[src/rtl/ext_bus_rr_arbiter_pkg.sv]
// Shared types and defaults for the external bus arbiter: FSM states,
// requester channel map and the round-robin index wrap helper.
package ext_bus_rr_arbiter_pkg;

  typedef enum logic [1:0] {
    AS_IDLE = 2'd0,
    AS_OWN  = 2'd1,
    AS_TURN = 2'd2
  } arb_state_t;

  localparam int DEF_TMO_CYCLES = 256;
  localparam int DEF_GRANT_WAIT = 4;
  localparam int DEF_MAX_URGENT = 3;

  // Requester index of each bus channel; the I-cache always sits at 0.
  typedef enum logic [2:0] {
    BC_ICACHE    = 3'd0,
    BC_WBUF      = 3'd1,
    BC_DCACHE_RD = 3'd2,
    BC_DCACHE_WR = 3'd3,
    BC_UNCACHED  = 3'd4
  } bus_channel_t;

  function automatic int rr_wrap(input int base, input int off, input int n);
    int s;
    s = base + off;
    if (s >= n) s -= n;
    return s;
  endfunction

endpackage

[src/rtl/ext_bus_rr_arbiter_rr_pick.sv]
// Round-robin picker: first set req bit strictly after last_id, wrapping
// modulo NREQ. Purely combinational.
module ext_bus_rr_arbiter_rr_pick
  import ext_bus_rr_arbiter_pkg::*;
#(
  parameter int NREQ = 5,
  parameter int IDW  = (NREQ > 1) ? $clog2(NREQ) : 1
) (
  input  logic [NREQ-1:0] req,
  input  logic [IDW-1:0]  last_id,
  output logic            found,
  output logic [IDW-1:0]  id
);

  logic [IDW-1:0] idx;

  // Walk the rotated order from farthest to nearest so the nearest hit is
  // the last assignment and therefore the one that sticks.
  always_comb begin
    // NOTE: every output gets a default before the loop; a path that leaves
    // one unassigned would infer a latch.
    found = 1'b0;
    id    = '0;
    idx   = '0;
    for (int k = NREQ; k >= 1; k--) begin
      idx = IDW'(rr_wrap(int'(last_id), k, NREQ));
      if (req[idx]) begin
        found = 1'b1;
        id    = idx;
      end
    end
  end

endmodule

[src/rtl/ext_bus_rr_arbiter.sv]
// External bus arbiter: round-robin with urgent override and urgent quota,
// grant-acceptance window and bus-timeout watchdog.
module ext_bus_rr_arbiter
  import ext_bus_rr_arbiter_pkg::*;
#(
  parameter int NREQ       = 5,
  parameter int TMO_CYCLES = DEF_TMO_CYCLES,
  parameter int GRANT_WAIT = DEF_GRANT_WAIT,
  parameter int MAX_URGENT = DEF_MAX_URGENT,
  localparam int IDW       = (NREQ > 1) ? $clog2(NREQ) : 1
) (
  input  logic            clk,
  input  logic            rst,
  input  logic [NREQ-1:0] req,
  input  logic [NREQ-1:0] urgent,
  input  logic            cyc,
  input  logic            ack_i,
  output logic [NREQ-1:0] gnt,
  output logic [IDW-1:0]  gnt_id,
  output logic            gnt_valid,
  output logic            tmo_err,
  output logic [1:0]      mstate
);

  localparam int TW = $clog2(TMO_CYCLES);
  localparam int UW = $clog2(MAX_URGENT + 1);
  localparam logic [TW-1:0] TMO_LAST = TW'(TMO_CYCLES - 1);
  localparam logic [TW-1:0] GW_LAST  = TW'(GRANT_WAIT - 1);

  arb_state_t     state, state_nxt;
  logic [NREQ-1:0] gnt_nxt;
  logic [IDW-1:0] gnt_id_nxt, last_id, last_id_nxt;
  logic           gnt_valid_nxt, tmo_nxt;
  logic [UW-1:0]  urg_cnt, urg_cnt_nxt;
  logic [TW-1:0]  timer, timer_nxt, tbase;
  logic           seen_cyc, seen_nxt;
  logic           drop;

  logic           rr_found;
  logic [IDW-1:0] rr_id, urg_id, win;
  logic           urg_any;

  ext_bus_rr_arbiter_rr_pick #(.NREQ(NREQ), .IDW(IDW)) u_rr_pick (
    .req     (req),
    .last_id (last_id),
    .found   (rr_found),
    .id      (rr_id)
  );

  assign urg_any = |(req & urgent);

  always_comb begin
    urg_id = '0;
    for (int i = NREQ - 1; i >= 0; i--)
      if (req[i] && urgent[i]) urg_id = IDW'(i);
  end

  assign tbase = seen_cyc ? timer : '0;

  always_comb begin
    state_nxt     = state;
    gnt_nxt       = gnt;
    gnt_id_nxt    = gnt_id;
    gnt_valid_nxt = gnt_valid;
    tmo_nxt       = 1'b0;
    last_id_nxt   = last_id;
    urg_cnt_nxt   = urg_cnt;
    timer_nxt     = timer;
    seen_nxt      = seen_cyc;
    win           = '0;
    drop          = 1'b0;

    case (state)
      AS_IDLE: begin
        // A trailing ack from the previous owner blocks arbitration.
        if (!ack_i && rr_found) begin
          if (urg_any && urg_cnt < UW'(MAX_URGENT)) begin
            // Urgent grants leave the round-robin pointer alone so the
            // forced fair grant keeps rotating across quotas.
            win         = urg_id;
            urg_cnt_nxt = urg_cnt + 1'b1;
          end else begin
            win         = rr_id;
            urg_cnt_nxt = '0;
            last_id_nxt = rr_id;
          end
          gnt_nxt       = NREQ'(1) << win;
          gnt_id_nxt    = win;
          gnt_valid_nxt = 1'b1;
          timer_nxt     = '0;
          seen_nxt      = 1'b0;
          state_nxt     = AS_OWN;
        end
      end
      AS_OWN: begin
        if (seen_cyc && !cyc) begin
          drop = 1'b1;
        end else if (cyc) begin
          seen_nxt = 1'b1;
          if (ack_i) begin
            timer_nxt = '0;
          end else if (tbase == TMO_LAST) begin
            drop    = 1'b1;
            tmo_nxt = 1'b1;
          end else begin
            timer_nxt = tbase + 1'b1;
          end
        end else if (timer >= GW_LAST) begin
          drop = 1'b1;
        end else begin
          timer_nxt = timer + 1'b1;
        end
      end
      AS_TURN: state_nxt = AS_IDLE;
      default: begin
        state_nxt     = AS_IDLE;
        gnt_nxt       = '0;
        gnt_id_nxt    = '0;
        gnt_valid_nxt = 1'b0;
      end
    endcase

    if (drop) begin
      gnt_nxt       = '0;
      gnt_id_nxt    = '0;
      gnt_valid_nxt = 1'b0;
      state_nxt     = AS_TURN;
    end
  end

  always_ff @(posedge clk) begin
    // NOTE: registered state uses non-blocking assignments so every flop
    // samples pre-edge values regardless of statement order.
    if (rst) begin
      state     <= AS_IDLE;
      gnt       <= '0;
      gnt_id    <= '0;
      gnt_valid <= 1'b0;
      tmo_err   <= 1'b0;
      last_id   <= IDW'(NREQ - 1);
      urg_cnt   <= '0;
      timer     <= '0;
      seen_cyc  <= 1'b0;
    end else begin
      state     <= state_nxt;
      gnt       <= gnt_nxt;
      gnt_id    <= gnt_id_nxt;
      gnt_valid <= gnt_valid_nxt;
      tmo_err   <= tmo_nxt;
      last_id   <= last_id_nxt;
      urg_cnt   <= urg_cnt_nxt;
      timer     <= timer_nxt;
      seen_cyc  <= seen_nxt;
    end
  end

  assign mstate = state;

endmodule
[config.mk]
export PLATFORM = sky130hd
export DESIGN_NAME = ext_bus_rr_arbiter
export DESIGN_NICKNAME = d
export VERILOG_FILES = /design/src/rtl/ext_bus_rr_arbiter_pkg.sv /design/src/rtl/ext_bus_rr_arbiter_rr_pick.sv /design/src/rtl/ext_bus_rr_arbiter.sv
export SDC_FILE = /design/constraint.sdc
export NUM_CORES = 1
export LEC_CHECK = 0
export ABC_AREA = 1
export CORE_ASPECT_RATIO = 1.75
export CORE_MARGIN = 2
export CORE_UTILIZATION = 35
export DETAILED_ROUTE_END_ITERATION = 8
export GPL_ROUTABILITY_DRIVEN = 0
export HOLD_SLACK_MARGIN = 0.02
export PLACE_DENSITY = 0.52
export SLEW_MARGIN = 15
export SYNTH_ARGS = -nofsm -noshare
export SYNTH_HDL_FRONTEND = slang
export SYNTH_SLANG_ARGS = --single-unit
export TNS_END_PERCENT = 1
[constraint.sdc]
create_clock -name clk -period 7 [get_ports clk]
set_input_delay 1.4 -clock clk [delete_from_list [all_inputs] [get_ports clk]]
set_output_delay 1.4 -clock clk [all_outputs]
set_load 0.02 [all_outputs]
==> flow_metrics.py, run 1 <==
metrics = {
    "synthesis": {
        "ys_ff_latch": 26,
        "syn_inst": 395,
        "synth_cell_type_count": 40,
        "synth_edf_count": 0,
        "async_reset_ff_share_pct": 0,
        "syn-num-nets": 425,
        "synth.most_common_cell": "nand2_1",
        "seq_area_frac_synth_pct": 21.1,
        "avgSynthCellArea_um2": 6.24,
        "synth.area.top_cells": "dfxtp_1, nand2_1, nand3_1",
        "syn_area_mm2": 0.00246,
        "synth_top_area_share_pct": 21.1,
        "synthFlopType": "dfxtp_1",
        "yosys.area.top_type": "dfxtp_1",
        "yosys_warnings": 0,
        "ys_top_cells_by_count": "nand2_1, nand3_1, inv_1",
    },
    "power_and_ir_drop": {
        "p_sw_mw": 0.464,
        "worst_ir_drop_vdd_mv": 0.230,
        "swShare_pct": 48.5,
        "p_comb_share_pct": 58.5,
        "clock_power_share_pct": 17.7,
        "power.density_mw_per_mm2": 331,
        "pwr-share-seq_pct": 23.8,
        "leakage_nw": 1.28,
        "internal_power_mw": 0.492,
    },
    "cells_and_area": {
        "syn2layout_area_growth_pct": 17.1,
        "diodes": 0,
        "final_nets": 450,
        "layout-drive-gt1-share_pct": 10.0,
    },
    "place": {
        "port_buffers": 25,
        "dp_hpwl_um": 5870,
        "dp_slack_ps": 3400,
    },
    "min_path": {
        "hold_path.class": "flip-flop to flip-flop",
    },
    "sta": {
        "max_freq_ghz": 0.296,
        "period_share_pct": 48.3,
        "finalSetupViolCount": 0,
        "relSlewSlack_pct": 59.4,
        "rsz0062_at_grt": "no",
        "skew_ps": 1.62,
        "worst_slack_ps": 3620,
        "min_period_ps": 3380,
        "worstMarginPinSlew_ps": 608,
        "hold_viol": 0,
        "fin_setup_tns_ps": 0,
        "finalMaxSlewViolations": 0,
    },
    "floorplan": {
        "die_x_um": 67.4,
        "boundaryPins": 26,
        "core_mm2": 0.00686,
        "row_count": 40,
        "die_area_mm2": 0.00775,
        "die_height_um": 115,
        "initial_core_util_pct": 35.9,
    },
    "clocking": {
        "cts_root_buf": "clkbuf_16",
        "clk_pin_slew_worst_paths_ps": 70,
        "insertion_delay_ps": 270,
        "htreeDepth": 1,
        "numClockSinks": 26,
        "ctsHoldBuffers": 0,
        "cts_setup_buffers": 0,
        "cts_resized": 0,
        "clockBufferDepth": 2,
        "cts_tree": "built",
        "cts_buffers": 3,
    },
    "global_route": {
        "globalRouteOverflowTotal": 0,
        "grt_usage_pct": 19.8,
        "grt_pass1_vias": 2533,
        "grt_max_degree": 16,
        "grt_pass1_wl_um": 11700,
        "antenna_found_initial": 0,
    },
    "routing": {
        "num_vias": 2581,
        "ant_nets": 0,
        "finalWirelength_um": 7130,
        "drc": 0,
        "avgViaCountPerCell": 5.13,
        "wl_per_cell_um": 14.2,
        "dr.pass1.iters": 5,
        "drt_iter0_drc": 119,
    },
    "run_status": {
        "outcome": "finished clean",
    },
    "worst_setup_path": {
        "endpoint_kind": "flip-flop",
        "crit_required_ps": 7210,
        "cp-start-kind": "flip-flop",
        "crit_type": "flip-flop to flip-flop",
        "crit_fanout": 14,
        "crit_arrival_ps": 3590,
    },
    "job": {
        "maxCapViolations": 0,
    },
}
cells in the final DEF, fill, tap and decap left out, types with 7 or more instances in the layout:
cell and count:
inv_1 40, nand4_1 8, nand3_1 50, inv_2 7, o21ai_1 9, nand2_1 106, ha_1 15, nor3_1 9
dfxtp_1 26, a21oi_1 24, nor2_1 29, nand2_2 13, clkdlybuf4s50_1 25, o21ai_0 15
worst max-delay path, cell delays in order (launching register included):
cell and delay [ps]:
dfxtp_1 710, inv_2 250, ha_1 260, inv_1 60, fa_1 190, inv_1 40, nand2_1 160, nand2_1 80
o21ai_1 200, inv_2 60, nand3_1 80, nand3_1 170, and3_1 280, nand2_4 110, nand2_4 70, nand2_4 110
nand3_4 160, inv_1 130, nand2_1 70, a21oi_2 130
layer usage:
layer  up-vias  track usage [%]  part of all wire, %  wire [um]
li1       1364                -                    -          -
met1      1170             18.6                   37       2640
met5         -                0                    0          0
met2        35             41.4                   59       4210
met4         0             8.16                  2.5        176
met3        12             1.08                  1.5        104
registers in the layout, summed over array words and instances (netlist names):
name and flops:
last_id 3, tmo_err 1, gnt_valid 1, urg_cnt 2, mstate 2, gnt_id 3, timer 8, seen_cyc 1
gnt 5
path summary, 6_finish.rpt:
path	cells past startpoint	endpoint	startpoint	slack (ps)
setup / recovery	19	timer[3]$_SDFFE_PP0P_	last_id[0]$_SDFFE_PP0P_	3620
hold / removal	2	gnt_id[1]$_SDFFE_PP0P_	gnt_id[1]$_SDFFE_PP0P_	470
setup reg to reg	19	timer[3]$_SDFFE_PP0P_	last_id[0]$_SDFFE_PP0P_	3620
hold reg to reg	2	gnt_id[1]$_SDFFE_PP0P_	gnt_id[1]$_SDFFE_PP0P_	470
cell type report:
| type | count | area (um2) |
|---|---|---|
| sequential | 26 | 520 |
| fill | 752 | 3970 |
| timing repair buffer | 25 | 250 |
| tap | 84 | 105 |
| multi-input combinational | 315 | 1720 |
| clock buffer | 3 | 75.1 |
| inverter | 49 | 186 |
| clock inverter | 1 | 30.0 |
through the flow:
stage               hold WS [ps]  cell area [um2]  utilization [%]  power (mW)  instances
floorplan                    449             2460                -       0.655        395
CTS                          471             2890             42.1       0.966        503
global placement             458             2780             40.5       0.791        499
detailed placement           461             2780             40.5       0.791        499
finish                       467             2890             42.1       0.956        503
global route                 501             2890             42.1        1.05        503
power groups by stage:
stage               Combinational, mW  Clock (mW)  Sequential [mW]
floorplan                       0.427           0            0.228
global placement                0.560           0            0.231
detailed placement              0.561           0            0.231
CTS                             0.563       0.175            0.228
global route                    0.633       0.180            0.233
finish                          0.559       0.170            0.227
cells by family after synthesis:
logic type | count (synthesis) | share of synthesized area, %
and+or+nand+nor | 235 | 45.8
AOI/OAI and AO/OA | 62 | 14.5
buffers and inverters | 54 | 9.14
DFF | 26 | 21.1
adders and majority gates | 16 | 8.43
xor gates and xnor gates | 2 | 1.02
Power figures use the tool's default switching activity.
==> run 2: changes to the inputs <==
- PLACE_DENSITY: 0.52 -> 0.54
- clock period: 7 -> 2.7 ns (I/O delays scaled with it)
==> run 2 against run 1 <==
Largest cell class unchanged. Critical path depth is 1 lower. Largest power group unchanged. Setup slack lost 3500 ps. Cell area grew 15%. Count of clock-buffer cells in the layout did not move. Critical endpoint unchanged. Hold slack better by 0.66 ps.
==> flow_metrics.py, run 2 (synthesis results as in run 1) <==
metrics = {
    "cells_and_area": {
        "largestRegisters": "timer (8), gnt (5)",
        "layout-drive-gt1-share_pct": 24.0,
        "final_common_cell": "nand2_1",
        "syn2layout_area_growth_pct": 34.9,
        "top_register": "timer",
        "largest_register_ffs": 8,
        "diodes": 0,
        "finalInstanceArea_mm2": 0.00332,
        "final_nets": 477,
        "layout_common_cells": "nand2_1, nand3_1, inv_1",
    },
    "sta": {
        "relSlewSlack_pct": 71.3,
        "fin_setup_tns_ps": 0,
        "rsz0062_at_grt": "yes",
        "hold_viol": 0,
        "period_share_pct": 95.9,
        "finalSetupViolCount": 0,
        "max_freq_ghz": 0.386,
        "min_period_ps": 2590,
        "finalMaxSlewViolations": 0,
        "worstMarginPinSlew_ps": 426,
        "skew_ps": 5.31,
        "hold_ws_ps": 468,
        "worst_slack_ps": 111,
    },
    "routing": {
        "drc": 0,
        "drt_iter0_drc": 117,
        "met2RoutedLength_um": 4290,
        "met1Wirelength_um": 2690,
        "finalWirelength_um": 7600,
        "dr.pass1.iters": 4,
        "wl_per_cell_um": 14.3,
        "avgViaCountPerCell": 5.26,
        "met3_length_um": 217,
        "top_layer": "met4",
        "num_vias": 2790,
        "ant_nets": 0,
    },
    "clocking": {
        "cts_buffers": 3,
        "clk_pin_slew_worst_paths_ps": 70,
        "clockBufferDepth": 2,
        "numClockSinks": 26,
        "ctsHoldBuffers": 0,
        "cts_root_buf": "clkbuf_16",
        "htreeDepth": 1,
        "insertion_delay_ps": 270,
        "cts_tree": "built",
    },
    "global_route": {
        "grt_pass1_wl_um": 12100,
        "grt_usage_pct": 20.6,
        "globalRouteOverflowTotal": 0,
        "grt_pass1_vias": 2689,
        "grt_max_degree": 16,
        "antenna_found_initial": 0,
    },
    "place": {
        "dp_hpwl_um": 5940,
        "dp_slack_ps": -25.0,
        "port_buffers": 25,
        "post_dp_cell_area_mm2": 0.00295,
    },
    "run_status": {
        "outcome": "finished clean",
    },
    "min_path": {
        "whs_path_depth": 2,
        "hold_path.class": "flip-flop to flip-flop",
    },
    "worst_setup_path": {
        "crit_type": "flip-flop to flip-flop",
        "r2r_slack_ps": 110,
        "crit_required_ps": 2860,
        "crit_arrival_ps": 2740,
        "endpoint_kind": "flip-flop",
        "reg2reg_depth": 18,
        "cp-start-kind": "flip-flop",
        "crit_fanout": 7,
    },
    "floorplan": {
        "initial_core_util_pct": 35.9,
        "die_height_um": 115,
        "die_x_um": 67.4,
        "die_area_mm2": 0.00775,
        "core_mm2": 0.00686,
        "row_count": 40,
        "boundaryPins": 26,
    },
    "power_and_ir_drop": {
        "leakage_nw": 1.45,
        "worst_ir_drop_vdd_mv": 0.539,
        "power.density_mw_per_mm2": 858,
        "p_total_mw": 2.85,
    },
    "job": {
        "maxCapViolations": 0,
    },
}
==> run 2: final cells by class <==
| type | count | area (um2) |
|---|---|---|
| timing repair buffer | 51 | 468 |
| fill | 718 | 3530 |
| tap | 84 | 105 |
| sequential | 26 | 526 |
| clock buffer | 3 | 75.1 |
| clock inverter | 1 | 30.0 |
| inverter | 49 | 193 |
| multi-input combinational | 316 | 1930 |
==> run 2: timing repair <==
action | in CTS | in global routing
endpoints found under the hold margin | 0 | 0
setup endpoints to repair | 5 | 25
pin swaps | 0 | 18
setup buffers | 0 | 4
cloned | 0 | 1
resized for setup | 4 | 56
==> run 2: metal layers <==
layer,vias up,track usage (%)
met3,27,2.25
met2,68,39.1
met1,1279,19.8
li1,1416,-
met5,-,0
met4,0,13.9
==> run 2: final timing paths <==
path,startpoint,endpoint
setup reg to reg,last_id[0]$_SDFFE_PP0P_,timer[3]$_SDFFE_PP0P_
setup / recovery,last_id[0]$_SDFFE_PP0P_,timer[3]$_SDFFE_PP0P_
hold reg to reg,gnt_valid$_SDFFE_PP0P_,gnt_valid$_SDFFE_PP0P_
hold / removal,gnt_valid$_SDFFE_PP0P_,gnt_valid$_SDFFE_PP0P_
==> run 2: worst max-delay path, stage by stage (launching register included) <==
cell and delay, ps:
dfxtp_2 330, inv_2 70, ha_4 120, inv_2 30, fa_2 380, inv_2 70
nand2_4 70, nand2_2 60, o21ai_2 70, inv_2 70, nand3_2 60, or2_4 280
and3_4 180, nand2_4 90, nand2_4 60, nand2_4 110, nand3_2 170, o21ai_1 190
a21oi_2 40
==> run 2: power by group <==
part	switching (mW)	internal [mW]	leakage, nW
Combinational	1.10	0.732	1.19
Clock	0.144	0.296	0.0511
Sequential	0.0998	0.478	0.213
==> run 2: through the flow <==
step	cells	utilization, %
global route	530	48.5
detailed placement	521	43.0
floorplan	395	-
CTS	525	44.6
global placement	521	43.0
finish	530	48.5
==> run 3: changes to the inputs <==
- CORE_UTILIZATION: 35 -> 30
- PLACE_DENSITY: 0.54 -> 0.47
- SETUP_SLACK_MARGIN: default -> 0.1
==> run 3 against run 2 <==
Combinational power is 9% higher. Register-to-register slack hardly changed. Routed wire length is 8.5% higher. Critical path depth unchanged. Clock skew is 4.2 ps lower. Sequential power is essentially flat. Critical path type unchanged. Largest cell class unchanged.
==> flow_metrics.py, run 3 (synthesis results as in run 1) <==
metrics = {
    "sta": {
        "min_period_ps": 2580,
        "fin_setup_tns_ps": 0,
        "hold_viol": 0,
        "relSlewSlack_pct": 67.8,
        "finalSetupViolCount": 0,
        "worstMarginPinSlew_ps": 477,
        "rsz0062_at_grt": "yes",
        "max_freq_ghz": 0.387,
        "period_share_pct": 95.6,
        "skew_ps": 1.15,
        "finalMaxSlewViolations": 0,
        "hold_ws_ps": 466,
    },
    "global_route": {
        "grt_pass1_vias": 2755,
        "grt_usage_pct": 19.5,
        "antenna_found_initial": 0,
        "grt_max_degree": 16,
        "grt_pass1_wl_um": 13400,
        "globalRouteOverflowTotal": 0,
    },
    "worst_setup_path": {
        "endpoint_kind": "flip-flop",
        "r2r_slack_ps": 120,
        "r2r_end": "timer[1]$_SDFFE_PP0P_",
        "cp_slowest_cell": "fa_2",
        "reg2reg_depth": 18,
        "crit_type": "flip-flop to flip-flop",
        "reg2reg_from": "last_id[0]$_SDFFE_PP0P_",
        "cp-start-kind": "flip-flop",
        "slowest_delay_ps": 380,
        "crit_required_ps": 2860,
        "crit_chain": "inv_4 -> ha_4 -> inv_2 -> fa_2 -> inv_2 -> nand2_4 -> nand2_2 -> o21ai_4 -> inv_2 -> nand3_2 -> or2_4 -> and3_4 -> nand2_4 -> nand2_4 -> nand2_8 -> nand3_4 -> o21ai_0 -> a21oi_1",
        "crit_arrival_ps": 2740,
        "crit_fanout": 7,
    },
    "cells_and_area": {
        "layout_common_cells": "nand2_1, nand3_1, buf_4",
        "final_nets": 491,
        "layout-drive-gt1-share_pct": 26.5,
        "top_register": "timer",
        "final_common_cell": "nand2_1",
        "finalInstanceArea_mm2": 0.00346,
        "syn2layout_area_growth_pct": 40.5,
        "utilization_pct": 43.5,
        "diodes": 0,
        "largestRegisters": "timer (8), gnt (5)",
        "largest_register_ffs": 8,
    },
    "min_path": {
        "hold_path.class": "flip-flop to flip-flop",
        "min-delay-start": "gnt_valid$_SDFFE_PP0P_",
        "whs_path_depth": 2,
        "worstHoldEndpoint": "gnt_valid$_SDFFE_PP0P_",
    },
    "power_and_ir_drop": {
        "clock_power_share_pct": 14.7,
        "p_comb_share_pct": 66.1,
        "pwr-share-seq_pct": 19.2,
        "worst_ir_drop_vdd_mv": 0.585,
        "p_sw_mw": 1.41,
        "leakage_nw": 1.53,
        "power.density_mw_per_mm2": 868,
        "internal_power_mw": 1.59,
        "swShare_pct": 47.0,
    },
    "floorplan": {
        "core_mm2": 0.00796,
        "boundaryPins": 26,
        "die_area_mm2": 0.00898,
        "die_x_um": 72.5,
        "row_count": 43,
        "die_height_um": 124,
        "initial_core_util_pct": 30.9,
    },
    "routing": {
        "ant_nets": 0,
        "drc": 0,
        "num_vias": 2828,
        "dr.pass1.iters": 5,
        "drt_iter0_drc": 86,
        "avgViaCountPerCell": 5.14,
        "finalWirelength_um": 8240,
        "wl_per_cell_um": 15.0,
    },
    "clocking": {
        "cts_root_buf": "clkbuf_16",
        "insertion_delay_ps": 270,
        "htreeDepth": 1,
        "clockBufferDepth": 2,
        "numClockSinks": 26,
        "cts_buffers": 3,
        "clk_pin_slew_worst_paths_ps": 70,
        "cts_tree": "built",
        "ctsHoldBuffers": 0,
    },
    "place": {
        "dp_hpwl_um": 6620,
        "post_dp_cell_area_mm2": 0.00308,
        "port_buffers": 25,
    },
    "job": {
        "maxCapViolations": 0,
    },
    "run_status": {
        "outcome": "finished clean",
    },
}
## run 3: cell count changes in the layout (fill, tap and decap cells not counted), moves of 2 or more
| cell | delta |
|---|---|
| buf_4 | +17 |
| buf_6 | -4 |
| nand2_1 | +2 |
| nand2_2 | -2 |
| o21ai_1 | -3 |
## run 3: through the flow
stage	std cells	setup slack [ps]	total power, mW
after global routing	550	-47.7	3.26
final	550	118	3.01
after global placement	540	-9.90	2.29
after CTS	545	72.0	2.84
after detailed placement	540	-16.5	2.29
after floorplan	395	110	1.72
## run 3: final cells by class
class | count | area (um2)
Clock buffer | 3 | 75.1
Clock inverter | 1 | 30.0
Timing Repair Buffer | 65 | 571
Tap cell | 90 | 113
Sequential cell | 26 | 529
Fill cell | 841 | 4500
Multi-Input combinational cell | 316 | 1950
Inverter | 49 | 191
## run 3: timing repair
item | in CTS | in global routing
gates cloned | 1 | 0
buffers inserted | 0 | 5
pin swaps | 2 | 13
resized for setup | 17 | 42
endpoints found under the setup margin | 19 | 25
## run 3: worst max-delay path by stage
| stage | start | to | cells after the start |
|---|---|---|---|
| 2_1_floorplan | last_id[0]$_SDFFE_PP0P_ | timer[4]$_SDFFE_PP0P_ | 19 |
| 3_3_place_gp | last_id[1]$_SDFFE_PP0P_ | timer[3]$_SDFFE_PP0P_ | 16 |
| 3_5_place_dp | last_id[1]$_SDFFE_PP0P_ | gnt[2]$_SDFFE_PP0P_ | 20 |
| 4_1_cts | last_id[1]$_SDFFE_PP0P_ | gnt_id[2]$_SDFFE_PP0P_ | 17 |
| 5_1_grt | last_id[0]$_SDFFE_PP0P_ | timer[0]$_SDFFE_PP0P_ | 19 |
| 6_report | last_id[0]$_SDFFE_PP0P_ | timer[1]$_SDFFE_PP0P_ | 18 |
## run 3: critical path: cells and delay by family (launching register included)
kind | cells | cell delay, ps
AO/OA/AOI/OAI | 3 | 310
adder cells (fa/ha/maj) | 2 | 490
AND/OR/NAND/NOR | 9 | 1070
buffers and inverters | 4 | 230
flip-flops | 1 | 360
## run 3: routing by layer
metal / share of wire, % / global-route usage (%)
met5: 0 / 0
met2: 59 / 40.3
met1: 35 / 18.8
met4: 4.0 / 9.26
met3: 1.8 / 0.809
## run 3: power by group through the flow
stage	registers (mW)	logic [mW]	clock network, mW
after floorplan	0.595	1.13	0
final	0.576	1.99	0.441
after global routing	0.591	2.21	0.463
after detailed placement	0.580	1.71	0
after global placement	0.581	1.71	0
after CTS	0.574	1.81	0.451
